### config.mk
export PLATFORM = sky130hd
export DESIGN_NAME = uart_tx_frame
export DESIGN_NICKNAME = d
export VERILOG_FILES = /design/src/rtl/uart_pkg.sv /design/src/rtl/uart_bit_counter.sv /design/src/rtl/uart_tx_frame.sv
export SDC_FILE = /design/constraint.sdc
export NUM_CORES = 1
export LEC_CHECK = 0
export BUFFER_PORTS_ARGS = -buffer_cell sky130_fd_sc_hd__buf_4
export CAP_MARGIN = 30
export CELL_PAD_IN_SITES_DETAIL_PLACEMENT = 1
export CELL_PAD_IN_SITES_GLOBAL_PLACEMENT = 1
export CORE_MARGIN = 3
export CORE_UTILIZATION = 47
export CTS_CLUSTER_DIAMETER = 50
export DETAILED_ROUTE_END_ITERATION = 12
export PLACE_DENSITY_LB_ADDON = 0.1
export SYNTH_ARGS = -nofsm -noshare
export SYNTH_HDL_FRONTEND = slang
export SYNTH_SLANG_ARGS = --single-unit
### constraint.sdc
create_clock -name clk -period 3.5 [get_ports clk]
set_input_delay 0 -clock clk [delete_from_list [all_inputs] [get_ports clk]]
set_output_delay 0 -clock clk [all_outputs]
set_load 0.05 [all_outputs]
### src/rtl/uart_pkg.sv
// Shared UART definitions: parity encodings, stop-bit constants and the TX frame state type.
// The BREAK state exists only when UART_TX_BREAK_EN is defined.
package uart_pkg;

    localparam logic [1:0] PAR_NONE = 2'b00;
    localparam logic [1:0] PAR_ODD  = 2'b01;
    localparam logic [1:0] PAR_EVEN = 2'b10;

    localparam logic STOP_ONE = 1'b0;
    localparam logic STOP_TWO = 1'b1;

    typedef enum logic [2:0] {
        ST_IDLE,
        ST_ARMED,
        ST_START,
        ST_DATA,
        ST_PARITY,
`ifdef UART_TX_BREAK_EN
        ST_STOP,
        ST_BREAK
`else
        ST_STOP
`endif
    } tx_state_e;

    // 2'b11 is treated like PAR_NONE: no parity bit on the line.
    function automatic logic has_parity(input logic [1:0] ptype);
        return (ptype == PAR_ODD) || (ptype == PAR_EVEN);
    endfunction

endpackage

### src/rtl/uart_bit_counter.sv
// Loadable down-counter advanced by baud_tick; flags zero for the frame sequencer.
module uart_bit_counter #(
    parameter int W = 3
) (
    input  logic         clk,
    input  logic         rst,
    input  logic         load,
    input  logic [W-1:0] load_val,
    input  logic         en,
    output logic         zero
);

    logic [W-1:0] count;

    always_ff @(posedge clk or posedge rst) begin
        if (rst)
            count <= '0;
        else if (load)
            count <= load_val;
        else if (en && (count != '0))
            count <= count - W'(1);
    end

    assign zero = (count == '0);

endmodule

### src/rtl/uart_tx_frame.sv
// UART transmit frame serializer: start, DATA_W bits LSB first, optional parity, 1/2 stop bits.
// Define UART_TX_BREAK_EN to add the send_break input and the BREAK state.
module uart_tx_frame
    import uart_pkg::*;
#(
    parameter int DATA_W     = 8,
    parameter int BREAK_BITS = 13
) (
    input  logic              clk,
    input  logic              rst,
    input  logic              baud_tick,
    input  logic              send,
    input  logic [DATA_W-1:0] data_in,
    input  logic              parity_bit,
    input  logic [1:0]        parity_type,
    input  logic              stop_bits,
    output logic              data_tx,
    output logic              busy,
    output logic              active_flag,
    output logic              done_flag
`ifdef UART_TX_BREAK_EN
    ,
    input  logic              send_break
`endif
);

    localparam int CNT_W = ($clog2(BREAK_BITS) > $clog2(DATA_W)) ? $clog2(BREAK_BITS) : $clog2(DATA_W);

    tx_state_e         state, state_nx;
    logic [DATA_W-1:0] shreg;
    logic              par_q, stop_q, tx_q, tx_nx, done_q, done_nx;
    logic [1:0]        ptype_q;
    logic              latch, shift, cnt_load, cnt_zero, req;
    logic [CNT_W-1:0]  cnt_val;

`ifdef UART_TX_BREAK_EN
    logic brk_q;
    assign req = send | send_break;

    always_ff @(posedge clk or posedge rst) begin
        if (rst)
            brk_q <= 1'b0;
        else if (latch)
            brk_q <= ~send;
    end
`else
    assign req = send;
`endif

    always_ff @(posedge clk or posedge rst) begin
        if (rst) begin
            state   <= ST_IDLE;
            tx_q    <= 1'b1;
            done_q  <= 1'b0;
            shreg   <= '0;
            par_q   <= 1'b0;
            ptype_q <= PAR_NONE;
            stop_q  <= STOP_ONE;
        end else begin
            state  <= state_nx;
            tx_q   <= tx_nx;
            done_q <= done_nx;
            if (latch) begin
                shreg   <= data_in;
                par_q   <= parity_bit;
                ptype_q <= parity_type;
                stop_q  <= stop_bits;
            end else if (shift) begin
                shreg <= shreg >> 1;
            end
        end
    end

    always_comb begin
        state_nx = state;
        tx_nx    = tx_q;
        done_nx  = 1'b0;
        latch    = 1'b0;
        shift    = 1'b0;
        cnt_load = 1'b0;
        cnt_val  = '0;
        case (state)
            // done_q holds off acceptance for the cycle that busy is still high
            ST_IDLE: begin
                tx_nx = 1'b1;
                if (!done_q && req) begin
                    latch    = 1'b1;
                    state_nx = ST_ARMED;
                end
            end
            ST_ARMED: if (baud_tick) begin
                tx_nx    = 1'b0;
                state_nx = ST_START;
`ifdef UART_TX_BREAK_EN
                if (brk_q) begin
                    state_nx = ST_BREAK;
                    cnt_load = 1'b1;
                    cnt_val  = CNT_W'(BREAK_BITS - 1);
                end
`endif
            end
            ST_START: if (baud_tick) begin
                state_nx = ST_DATA;
                tx_nx    = shreg[0];
                shift    = 1'b1;
                cnt_load = 1'b1;
                cnt_val  = CNT_W'(DATA_W - 1);
            end
            ST_DATA: if (baud_tick) begin
                if (!cnt_zero) begin
                    tx_nx = shreg[0];
                    shift = 1'b1;
                end else if (has_parity(ptype_q)) begin
                    state_nx = ST_PARITY;
                    tx_nx    = par_q;
                end else begin
                    state_nx = ST_STOP;
                    tx_nx    = 1'b1;
                    cnt_load = 1'b1;
                    cnt_val  = (stop_q == STOP_TWO) ? CNT_W'(1) : '0;
                end
            end
            ST_PARITY: if (baud_tick) begin
                state_nx = ST_STOP;
                tx_nx    = 1'b1;
                cnt_load = 1'b1;
                cnt_val  = (stop_q == STOP_TWO) ? CNT_W'(1) : '0;
            end
            ST_STOP: if (baud_tick && cnt_zero) begin
                state_nx = ST_IDLE;
                tx_nx    = 1'b1;
                done_nx  = 1'b1;
            end
`ifdef UART_TX_BREAK_EN
            ST_BREAK: if (baud_tick && cnt_zero) begin
                state_nx = ST_IDLE;
                tx_nx    = 1'b1;
                done_nx  = 1'b1;
            end
`endif
            default: begin
                state_nx = ST_IDLE;
                tx_nx    = 1'b1;
            end
        endcase
    end

    uart_bit_counter #(.W(CNT_W)) u_cnt (
        .clk      (clk),
        .rst      (rst),
        .load     (cnt_load),
        .load_val (cnt_val),
        .en       (baud_tick),
        .zero     (cnt_zero)
    );

    assign data_tx     = tx_q;
    assign done_flag   = done_q;
    assign busy        = (state != ST_IDLE) || done_q;
    assign active_flag = (state != ST_IDLE) && (state != ST_ARMED);

endmodule

==> summary.txt <==
Yosys
  – Asr flop ratio synth: 100.0%
  – Synth area leaders: dfrtp_1 (39%), mux2_2 (11%), mux2_4 (5.9%), a21oi_1 (2.4%), dfstp_2 (2.1%)
  – Post-synth top area cell: dfrtp_1
  – Ys Warns: 0
  – Post-synth cell types: 45
  – Synthesized netlist cell count: 116
  – Ys flop type: dfrtp_1
  – Sequential-to-total area share from yosys stat: 41.44%
  – Synth top area share: 39.37%
  – Syn Nets: 133
  – Mapped Area: 1271 sq um
  – Syn Area/Cell: 10.96 sq um
  – Synthesized flop and latch total: 21
  – Number of flops mapped to enable cells by yosys: 0

Timing
  – Slew HR: 46.82%
  – Final Skew: 4.533 ps
  – Max-slew violations: 0
  – Setup Viol. Count Final: 0
  – Hold Fails Final Rpt: 0
  – Worst Max-Slew Pin Slew: 796.9 ps
  – RSZ-0062 raised after global routing: no
  – Fmax: 0.5059 GHz
  – Setup TNS: 0 ps
  – Final period utilization: 56.47%
  – Final min period: 1977 ps

Finish
  – Proportion of layout cells with a drive suffix above 1: 34.06%
  – Final net count: 156
  – Util after Layout: 59.03%
  – Area of the multi-input gates: 668.1 sq um
  – Most frequent cells in the layout: dfrtp_1 (20), buf_4 (19), mux2_2 (12), nor2_1 (7), inv_1 (7)
  – FF+latch area: 526.8 sq um
  – Layout Area Growth over Synthesis: 17.13%
  – Filler cell count: 288
  – Antenna Cells: 0
  – Commonest non-fill, non-tap cell in the layout: dfrtp_1

Clocking
  – Sink Count: 21
  – Insertion delay of the later-clocked pin in the worst-skew pair: 320 ps
  – Worst-path clk slew: 120 ps
  – TritonCTS buffer count: 3
  – Number of setup buffers added after CTS: 0
  – Clock root buffer: clkbuf_4
  – CTS max path bufs: 2
  – CTS tree: done
  – Post-CTS Resized: 0
  – CTS Hold Buffers Added: 6
  – H-tree depth: 1

Setup path
  – Critical Path RT: 3720 ps
  – Crit path cell chain: inv_1 > ha_1 > nor3b_2 > nand2_1 > a31oi_4 > mux2_2
  – CP Class: reg2reg
  – Largest stage delay, worst path: 420 ps
  – CP max stage cell: dfrtp_1
  – Setup crit end kind: flip-flop
  – CP top delay family: flip-flops
  – Crit path buffers/inverters: 1
  – Crit path max fanout: 8
  – Startpoint class of the critical path: flip-flop
  – Crit path DAT: 2190 ps

Placement
  – Placer congestion estimate: 0.8943
  – HPWL after detailed placement: 1984 um
  – PortBufs: 19

Outcome
  – Status: finished, final reports clean

Route
  – Routed WL: 2766 um
  – DR pass1 iterations: 3
  – Vias per inst: 5.702
  – Antenna Violating Nets Remaining: 0
  – DRC: 0
  – DRT iter0 DRCs: 13
  – WL/cell: 16.46 um
  – Via Count: 958

Global route
  – GRT Util Overall: 17.94%
  – Grt total ovfl: 0
  – Vias in the first global route: 1004
  – Global-route wire length before repair: 4636 um
  – Initial antenna violation count: 0
  – Largest net degree at the start of global routing: 22

Power
  – Power Dens Cells: 817.9 nW/um^2
  – Leakage Power: 0.6853 nW
  – Worst VDD drop: 0.4205 mV
  – Total power: 1.218 mW

Die
  – DIE WIDTH: 58.01 um
  – Core area: 2522 sq um
  – Die span in y: 58.01 um
  – Die footprint: 3365 sq um
  – Boundary Pins: 20
  – Rows: 18
  – Initial Util: 50.40%

Worst hold path
  – Worst hold path class: in2reg

Flow run
  – Max-capacitance violation count: 0
-- worst register-to-register path: stages (launching register included) --
cell	delay [ps]
dfrtp_1	420
inv_1	70
ha_1	240
nor3b_2	290
nand2_1	130
a31oi_4	350
mux2_2	380
-- through the flow --
| step | instances | cell area [sq um] | hold slack (ps) | setup WS, ps |
|---|---|---|---|---|
| after detailed placement | 158 | 1401 | 210.3 | 1500 |
| final | 168 | 1489 | 29.01 | 1524 |
| after global placement | 158 | 1401 | 192.0 | 1614 |
| after CTS | 168 | 1489 | 20.78 | 1500 |
| after floorplan | 116 | 1271 | -24.21 | 1669 |
| after global routing | 168 | 1489 | 10.50 | 1396 |
-- final timing paths --
path                            slack [ps]  cells past startpoint            from             end
worst max-delay path                  1520                      6  u_cnt.count[0]        shreg[5]
worst min-delay path                    30                      3       baud_tick  u_cnt.count[1]
worst max register to register        1520                      6  u_cnt.count[0]        shreg[5]
worst min register to register         490                      2         data_tx         data_tx
max in group asynchronous             2610                      3             rst  u_cnt.count[2]
min in group asynchronous              390                      3             rst      ptype_q[1]
-- logic make-up after synthesis --
kind of cell               Yosys count  synth area share, %
muxes                               20                19.09
DFF                                 21                41.44
xor gates and xnor gates             1               0.6891
and+or+nand+nor                     32                15.16
AOI/OAI and AO/OA                   27                16.63
adders and majority gates            1               0.9841
buffers and inverters               14                6.004
-- state kept, by name, indices dropped and copies added, names as in the netlist --
register     flops
data_tx          1
done_flag        1
par_q            1
ptype_q          2
shreg            8
state            3
stop_q           1
u_cnt.count      4
-- synth_stat cells (all sizes together) (3+ instances only) --
cell type,count
mux2,19
nand3,3
nor2,7
nand2,6
a21oi,6
nor3,3
buf,6
nor3b,3
o21ai,6
inv,7
dfrtp,20
-- layout make-up --
cell class	instances	area share [%]
timing repair buffer	25	13.61
sequential	21	35.38
clock inverter	1	0.3361
tap	30	2.521
inverter	7	1.765
clock buffer	3	1.513
multi-input combinational	81	44.87
-- report_power, final --
part / total (mW) / internal (mW) / switching [mW]
clock: 0.122 / 0.0428 / 0.0796
combinational: 0.631 / 0.314 / 0.317
sequential: 0.464 / 0.349 / 0.115
total: 1.22 / 0.706 / 0.512
-- routing by layer --
| layer | wire [um] | vias to the layer above | part of all wire (%) | GRT usage [%] |
|---|---|---|---|---|
| met3 | 69 | 5 | 2.5 | 2.450 |
| met4 | 49 | 0 | 1.8 | 7.285 |
| li1 | - | 464 | - | - |
| met2 | 1424 | 18 | 51 | 30.81 |
| met1 | 1222 | 471 | 44 | 22.66 |
| met5 | 0 | - | 0 | 0 |
Note: power is estimated with default switching activity, not from simulation.
